$ cat src/rtl/pipe_stage_buf.sv
// pipe_stage_buf: generic inter-stage pipeline buffer.
// Moves one payload word and one control field from one stage to the next,
// using a valid/ready handshake. It has stall and flush controls and an
// optional second (skid) entry. A slot that holds no valid entry always
// presents zero control bits. This stops a bubble from triggering a register
// or memory write further down the pipeline.
// All state updates on the falling clock edge. Reset is asynchronous and
// active-low.

module pipe_stage_buf #(
  parameter int DATA_W = 56,
  parameter int CTRL_W = 3,
  parameter int SKID   = 1
) (
  input  logic              clk,
  input  logic              reset,
  input  logic              stall,
  input  logic              flush,
  input  logic              in_valid,
  output logic              in_ready,
  input  logic [DATA_W-1:0] in_data,
  input  logic [CTRL_W-1:0] in_ctrl,
  output logic              out_valid,
  input  logic              out_ready,
  output logic [DATA_W-1:0] out_data,
  output logic [CTRL_W-1:0] out_ctrl,
  output logic [1:0]        count
);

  // Occupancy state. The encoding is the entry count, so count is the state itself.
  typedef enum logic [1:0] {
    EMPTY = 2'd0,
    ONE   = 2'd1,
    FULL  = 2'd2
  } bufState_e;

  bufState_e         state_q, state_d;
  logic [DATA_W-1:0] headData_q, headData_d;
  logic [CTRL_W-1:0] headCtrl_q, headCtrl_d;
  logic [DATA_W-1:0] skidData_q, skidData_d;
  logic [CTRL_W-1:0] skidCtrl_q, skidCtrl_d;
  logic              inReady_q, inReady_d;
  logic              push;
  logic              pop;

  assign out_valid = (state_q != EMPTY);
  assign count     = state_q;
  assign out_data  = headData_q;

  // Mask the control bits of an empty slot so a bubble can never write anything downstream.
  assign out_ctrl  = out_valid ? headCtrl_q : '0;

  // A pop needs a valid head, a consuming successor and no stall.
  // Flush outranks every other event and is handled in the next-state logic.
  assign pop  = out_valid & out_ready & ~stall;
  assign push = in_valid & in_ready;

  // Select how in_ready is produced: registered with the skid entry, combinational without it.
  generate
    if (SKID != 0) begin : g_skidReady
      assign in_ready = inReady_q;
    end else begin : g_passReady
      assign in_ready = ~out_valid | (out_ready & ~stall);
    end
  endgenerate

  // Next-state logic: occupancy transitions, head/skid loading and the registered ready.
  always_comb begin
    state_d    = state_q;
    headData_d = headData_q;
    headCtrl_d = headCtrl_q;
    skidData_d = skidData_q;
    skidCtrl_d = skidCtrl_q;

    if (flush) begin
      state_d = EMPTY;
    end else begin
      case (state_q)
        EMPTY: begin
          if (push) begin
            state_d    = ONE;
            headData_d = in_data;
            headCtrl_d = in_ctrl;
          end
        end
        ONE: begin
          if (push && pop) begin
            headData_d = in_data;
            headCtrl_d = in_ctrl;
          end else if (push && (SKID != 0)) begin
            state_d    = FULL;
            skidData_d = in_data;
            skidCtrl_d = in_ctrl;
          end else if (pop) begin
            state_d = EMPTY;
          end
        end
        FULL: begin
          if (pop) begin
            state_d    = ONE;
            headData_d = skidData_q;
            headCtrl_d = skidCtrl_q;
          end
        end
        default: begin
          state_d = EMPTY;
        end
      endcase
    end

    inReady_d = (state_d != FULL);
  end

  // State registers: falling-edge update, asynchronous active-low clear of every entry.
  always_ff @(negedge clk or negedge reset) begin
    if (!reset) begin
      state_q    <= EMPTY;
      headData_q <= '0;
      headCtrl_q <= '0;
      skidData_q <= '0;
      skidCtrl_q <= '0;
      inReady_q  <= 1'b1;
    end else begin
      state_q    <= state_d;
      headData_q <= headData_d;
      headCtrl_q <= headCtrl_d;
      skidData_q <= skidData_d;
      skidCtrl_q <= skidCtrl_d;
      inReady_q  <= inReady_d;
    end
  end

endmodule

$ cat config.mk
export PLATFORM = sky130hd
export DESIGN_NAME = pipe_stage_buf
export DESIGN_NICKNAME = d
export VERILOG_FILES = /design/src/rtl/pipe_stage_buf.sv
export SDC_FILE = /design/constraint.sdc
export NUM_CORES = 1
export LEC_CHECK = 0
export CAP_MARGIN = 5
export CORE_MARGIN = 2
export CORE_UTILIZATION = 40
export DETAILED_ROUTE_END_ITERATION = 7
export GPL_ROUTABILITY_DRIVEN = 0
export PLACE_DENSITY = 0.68
export SLEW_MARGIN = 20
export SYNTH_ARGS = -nofsm -noshare
export SYNTH_HDL_FRONTEND = slang
export SYNTH_SLANG_ARGS = --single-unit
$ cat constraint.sdc
create_clock -name clk -period 2.6 [get_ports clk]
set_input_delay 0.52 -clock clk [delete_from_list [all_inputs] [get_ports clk]]
set_output_delay 0.52 -clock clk [all_outputs]
set_load 0.02 [all_outputs]
* Word-level counts from Yosys, hierarchy flattened
Index checks and enable logic that the tools add are counted.
** Cells by class
- Equal/unequal tests :: 6
- Reductions and logical operators :: 6
- Multiplexer cells :: 16
- Bitwise logic cells :: 6
** Operators by type and width (count)
- 56-bit 2-to-1 mux :: 3
- 56-bit one-hot mux with 3 select lines :: 1
- 2-bit 2-to-1 mux :: 6
- 3-bit 2-to-1 mux :: 4
- 3-bit one-hot mux with 3 select lines :: 1
- 2-bit inequality test, second input constant :: 4
- 2-bit one-hot mux with 3 select lines :: 1
- 5-bit AND reduction :: 1
- 4-bit AND reduction :: 1
- 1-bit bitwise AND :: 3
- 1-bit NOT :: 3
- 3-bit nonzero test :: 1
- 2-bit by 1-bit equality test with 1-bit output, second input constant :: 1
- 2-bit equality test, second input constant :: 1
- 2-bit logical NOT :: 1
- 2-bit nonzero test :: 1
- 1-bit logical AND :: 1
** Word-level totals
- Logic and storage cells :: 40
- Output and inout port bits :: 63
- Input port bits :: 65
- Flip-flop bits (word level) :: 121

* Depth between registers and ports, before layout
Gate-level depths: netlist of the first run.
- Depth in word-level cells :: 9
- Depth in mapped cells :: 7

==> results of run 1 <==
==> power groups by stage <==
stage	Combinational (mW)	Sequential, mW	Clock (mW)
floorplan	0.732	3.07	0.00481
global placement	1.84	2.80	0.00481
detailed placement	1.88	2.83	0.00481
CTS	2.06	2.86	2.14
global route	2.28	2.94	2.24
finish	2.15	2.87	2.10
==> cells by family (layout without fill, tap and decap cells) <==
kind of cell	after synthesis	in the layout
DFF	121	121
buffers and inverters	28	216
AOI/OAI and AO/OA	5	5
and+or+nand+nor	194	194
muxes	118	118
==> synthesized netlist by cell type <==
library cell  count  area [µm²]
clkbuf_1         13       48.80
mux2_1            1       11.26
nand2b_1          2       12.51
buf_2            11       55.05
nand2_1         180       675.7
nor3_2            2       20.02
nand4b_1          1       8.760
a211oi_1          1       7.510
o21ai_0           1       5.000
a211o_1           1       8.760
mux2_4           10       150.1
dfstp_2           1       26.28
buf_6             2       22.52
a21oi_2           1       8.760
nand3_1           2       10.01
dfrtn_1         120        3003
a31oi_1           1       6.260
inv_1             2       7.510
mux2_2          107        1205
nor2b_1           5       31.28
nor2_1            2       7.510
==> worst paths after layout <==
path	from	cells after the start	slack, ps	endpoint
worst max-delay path	count[1]	3	-420	out_ctrl[2]
worst min-delay path	skidData_q[2]	1	450	skidData_q[2]
worst max register to register	count[0]	7	490	out_data[46]
worst min register to register	skidData_q[2]	1	450	skidData_q[2]
max in group asynchronous	reset	2	870	skidData_q[48]
min in group asynchronous	reset	1	1200	skidData_q[32]
==> per-stage QoR <==
step / utilization, % / setup TNS, ps / std cells
finish: 61.82 / -28330 / 830
global route: 61.82 / -34640 / 830
CTS: 60.74 / -28880 / 823
detailed placement: 53.78 / -129860 / 772
global placement: 53.78 / -124140 / 772
floorplan: - / -36460 / 466
==> registers in the layout, summed over array words and instances, names as in the netlist <==
name and flops:
count 2, headCtrl_q 3, in_ready 1, out_data 56, skidCtrl_q 3, skidData_q 56
==> area by class of cell <==
| class | instances | area, µm² | share of cell area (%) |
|---|---|---|---|
| tap | 176 | 220.2 | 2.711 |
| clock buffer | 30 | 514.2 | 6.332 |
| timing repair buffer | 182 | 2008 | 24.73 |
| sequential | 121 | 3029 | 37.30 |
| inverter | 1 | 3.754 | 0.04622 |
| multi-input combinational | 317 | 2332 | 28.72 |
| clock inverter | 3 | 13.76 | 0.1695 |
==> layer usage <==
metal | vias up | global-route usage (%)
li1 | 1888 | -
met1 | 1963 | 24.15
met2 | 90 | 31.43
met3 | 18 | 4.167
met4 | 0 | 8.088
met5 | - | 0
==> worst max-delay path, cell delays in order (launching register included) <==
cell	delay, ps
dfrtn_1	470
nor2_4	90
nor2b_2	130
buf_6	130
==> timing repair <==
action | 4_1_cts | 5_1_grt
setup endpoints to repair | 184 | 181
resized for setup | 409 | 25
setup buffers | 13 | 8
pin swaps | 5 | 2
cloned | 7 | 1
==> results.cfg, run 1 <==
[status]
run_status = finished with violations
violations = setup timing

[cells_and_area]
final_common_cell = nand2_1
post-route-cell-area_um2 = 8122
final_nets = 706
fillerInstances = 1031
syn_to_final_growth_pct = 52.34
final_cell_mix = 178 x nand2_1, 120 x dfrtn_1, 86 x mux2_2
drive_gt1_share_pct = 42.66
antenna_cells = 0

[power]
p_comb_share_pct = 30.2
p_sw_share_pct = 27.50
p_total_mw = 7.117
powerDensity_nw_per_um2 = 876.3
leakagePower_nw = 3.985
pwr-share-clk_pct = 29.5
intPower_mw = 5.160
switchingPower_mw = 1.957
peakVddDrop_uv = 383.6
p_seq_share_pct = 40.4

[sta]
worstMarginPinSlew_ps = 511.3
whs_ps = 450.5
finClkSkew_ps = 46.64
slew_headroom_pct = 65.91
slew_violations = 0
hold_viol_final = 0
setup_slack_ps = -422.9
setup_violations = 181
rsz0062_at_grt = yes

[global_route]
grt_overflow_total = 0
grt_pass1_wl_um = 21070
grt_use_total_pct = 19.04
antenna_found_initial = 0
grt_pass1_vias = 4121
grt_max_degree = 48

[worst_setup_path]
worstSetupPathType = flip-flop to primary output
start_kind = flip-flop
setup.worst_path.end_class = primary output
cp_data_required_time_ps = 2080
worstPathArrival_ps = 2500
path_max_fanout = 5

[synth]
netlist_instances = 466
synthMuxAreaShare_pct = 25.63
yosysUniqueCellTypes = 21
seq_area_frac_synth_pct = 56.82
synth_fa_ha_area_share_pct = 0
postSynthAreaPerCell_um2 = 11.44
postSynthNetCount = 531
synth-compound-area-share_pct = 0.6806
synth-xor-area-share_pct = 0
netlist_area_um2 = 5331
synth-warning-count = 0
ys_ff_latch = 121
synth_top_family_by_area = multiplexers
synth_simple_gate_area_share_pct = 14.36

[place]
hpwlAfterDp_um = 7980
portBuffers = 127
placed_area_um2 = 7066
dp_slack_ps = -1021

[drt]
route.vias.total = 3959
drc = 0
wl_met2_um = 6615
route.met3.wl_um = 493
wl_per_cell_um = 15.92
highest_layer = met4
routed_wirelength_um = 13220
routedLengthMet1_um = 5842
postRouteAntennaNets = 0
drt_first_pass_iters = 4
viasPerCell = 4.770
drt_iter0_drc = 196

[cts]
cts_root_buf = clkbuf_16
cts.sinks = 121
insertion_delay_ps = 430
clk_pin_slew_ps = 40
h-tree-depth = 4
cts_buffers = 17
clock_path_buffers = 2
hold_buffers = 0
cts_tree = done

[min_path]
hold_path_class = flip-flop to flip-flop

[job]
cap_violations = 0

[floorplanning]
io-pin-count = 128
core_area_um2 = 13140
start_util_pct = 40.58
die_h_um = 119.5
die_x_um = 119.5
rows = 42
dieArea_um2 = 14270
No activity file was read; power rests on OpenSTA's default activity.
==> run 2: changes to the inputs <==
Settings changed: ABC_AREA set to 1, CTS_CLUSTER_DIAMETER set to 30, PLACE_DENSITY 0.68 to 0.66, SETUP_SLACK_MARGIN set to 0.5.
==> results.cfg, run 2 <==
[job]
cap_violations = 0

[synth]
yosysMostFrequentCell = nand2_1
synth_top_cells_by_count = 246 x nand2_1, 127 x inv_1, 120 x dfrtn_1
synth-warning-count = 0
netlist_instances = 812
netlist_area_um2 = 6193
synth_area_leader_cell = dfrtn_1
synth_edf_count = 0
ys_ff_latch = 121
async_reset_ff_share_pct = 100.0
synth_top_area_share_pct = 48.48
yosysUniqueCellTypes = 21
synthFlopType = dfrtn_1
postSynthNetCount = 877
synth_area_leaders = dfrtn_1 48%, nand2_1 15%, inv_1 7.7%
seq_area_frac_synth_pct = 48.91
postSynthAreaPerCell_um2 = 7.627

[sta]
setup_violations = 181
rsz0062_at_grt = yes
slew_headroom_pct = 62.26
finClkSkew_ps = 49.58
hold_viol_final = 0
setup_slack_ps = -520.8
worstMarginPinSlew_ps = 566.2
slew_violations = 0
whs_ps = 435.2

[cts]
insertion_delay_ps = 440
cts.sinks = 121
cts_root_buf = clkbuf_16
cts_buffers = 17
clock_path_buffers = 2
clk_pin_slew_ps = 40
h-tree-depth = 4
cts_tree = done

[power]
powerDensity_nw_per_um2 = 816.9
peakVddDrop_uv = 496.4
leakagePower_nw = 5.683

[cells_and_area]
syn_to_final_growth_pct = 78.04
fillerInstances = 1027
multi_input_area_um2 = 3004
antenna_cells = 0
seqCellArea_um2 = 3029
drive_gt1_share_pct = 34.63
final_cell_mix = 197 x nand2_1, 123 x inv_1, 120 x dfrtn_1
final_nets = 1104
final_common_cell = nand2_1

[drt]
postRouteAntennaNets = 0
routed_wirelength_um = 22640
viasPerCell = 5.333
drt_iter0_drc = 648
wl_per_cell_um = 18.28
drt_first_pass_iters = 5
drc = 0
route.vias.total = 6608

[floorplanning]
io-pin-count = 128
dieArea_um2 = 16500
die_h_um = 128.4
rows = 45
core_area_um2 = 15150
die_x_um = 128.4
start_util_pct = 40.89

[worst_setup_path]
worstPathArrival_ps = 2600
setup.worst_path.end_class = primary output
cp_data_required_time_ps = 2080
worstSetupPathType = flip-flop to primary output
path_max_fanout = 4
start_kind = flip-flop

[global_route]
grt_overflow_total = 0
grt_use_total_pct = 26.07
grt_pass1_wl_um = 33370
antenna_found_initial = 0
grt_max_degree = 46
grt_pass1_vias = 6324

[status]
run_status = finished with violations
violations = setup timing

[place]
portBuffers = 127
dp_slack_ps = -755.5
hpwlAfterDp_um = 10670

[min_path]
hold_path_class = flip-flop to flip-flop
==> run 2: cell type report <==
type                       instances  area share [%]
clock buffer                      24           4.550
clock inverter                     8           1.282
inverter                         127           4.471
multi-input combinational        501           27.24
sequential                       121           27.47
tap                              188           2.133
timing repair buffer             270           32.85
==> run 2: kinds of logic (layout without fill, tap and decap cells) <==
family / count (synthesis) / in the layout / synth area share [%]
DFF: 121 / 121 / 48.91
and+or+nand+nor: 379 / 379 / 26.81
buffers and inverters: 190 / 429 / 11.94
AOI/OAI and AO/OA: 122 / 122 / 12.34
==> run 2: report_power, final <==
group          total (mW)  leakage (nW)  switching, mW  internal, mW
Combinational        3.42          3.86           1.61          1.81
Clock                2.59         0.318          0.865          1.72
Sequential           3.00          1.51          0.457          2.54
==> run 2: final timing paths <==
| path | slack, ps | endpoint | cells past startpoint | startpoint |
|---|---|---|---|---|
| worst max-delay path | -520 | out_ctrl[0] | 4 | count[1] |
| worst min-delay path | 440 | skidData_q[46] | 2 | skidData_q[46] |
| worst max register to register | 110 | out_data[23] | 11 | count[1] |
| worst min register to register | 440 | skidData_q[46] | 2 | skidData_q[46] |
| max in group asynchronous | 870 | out_data[7] | 2 | reset |
| min in group asynchronous | 1180 | skidData_q[41] | 1 | reset |
==> run 2: what timing repair did <==
item,4_1_cts,5_1_grt
cloned,27,4
endpoints found under the setup margin,184,184
gates resized for setup,536,107
buffers inserted,51,19
hold endpoints to repair,0,0
pin swaps,37,44
hold buffers,0,0
==> run 2: critical path, cell delays in order (launching register included) <==
cell	delay, ps
dfrtn_1	460
nor2_4	60
buf_12	130
nor2_4	110
buf_6	130
==> run 2: stage by stage <==
stage / utilization (%) / setup TNS, ps / power (mW) / std cells / cell area (µm²)
after floorplan: - / -3198 / 4.186 / 812 / 6370
after global placement: 53.19 / -99920 / 5.222 / 1107 / 8056
after detailed placement: 53.19 / -101840 / 5.265 / 1107 / 8056
after CTS: 68.52 / -24460 / 8.545 / 1216 / 10380
after global routing: 72.80 / -42470 / 9.451 / 1239 / 11030
final: 72.80 / -35540 / 9.008 / 1239 / 11030
==> run 2: routing by layer <==
layer  vias up  global-route usage [%]  share of wire [%]
met3        73                   5.780                7.3
li1       3045                       -                  -
met5         -                       0                  0
met4         0                   11.18                3.3
met2       343                   43.62                 50
met1      3147                   32.63                 39
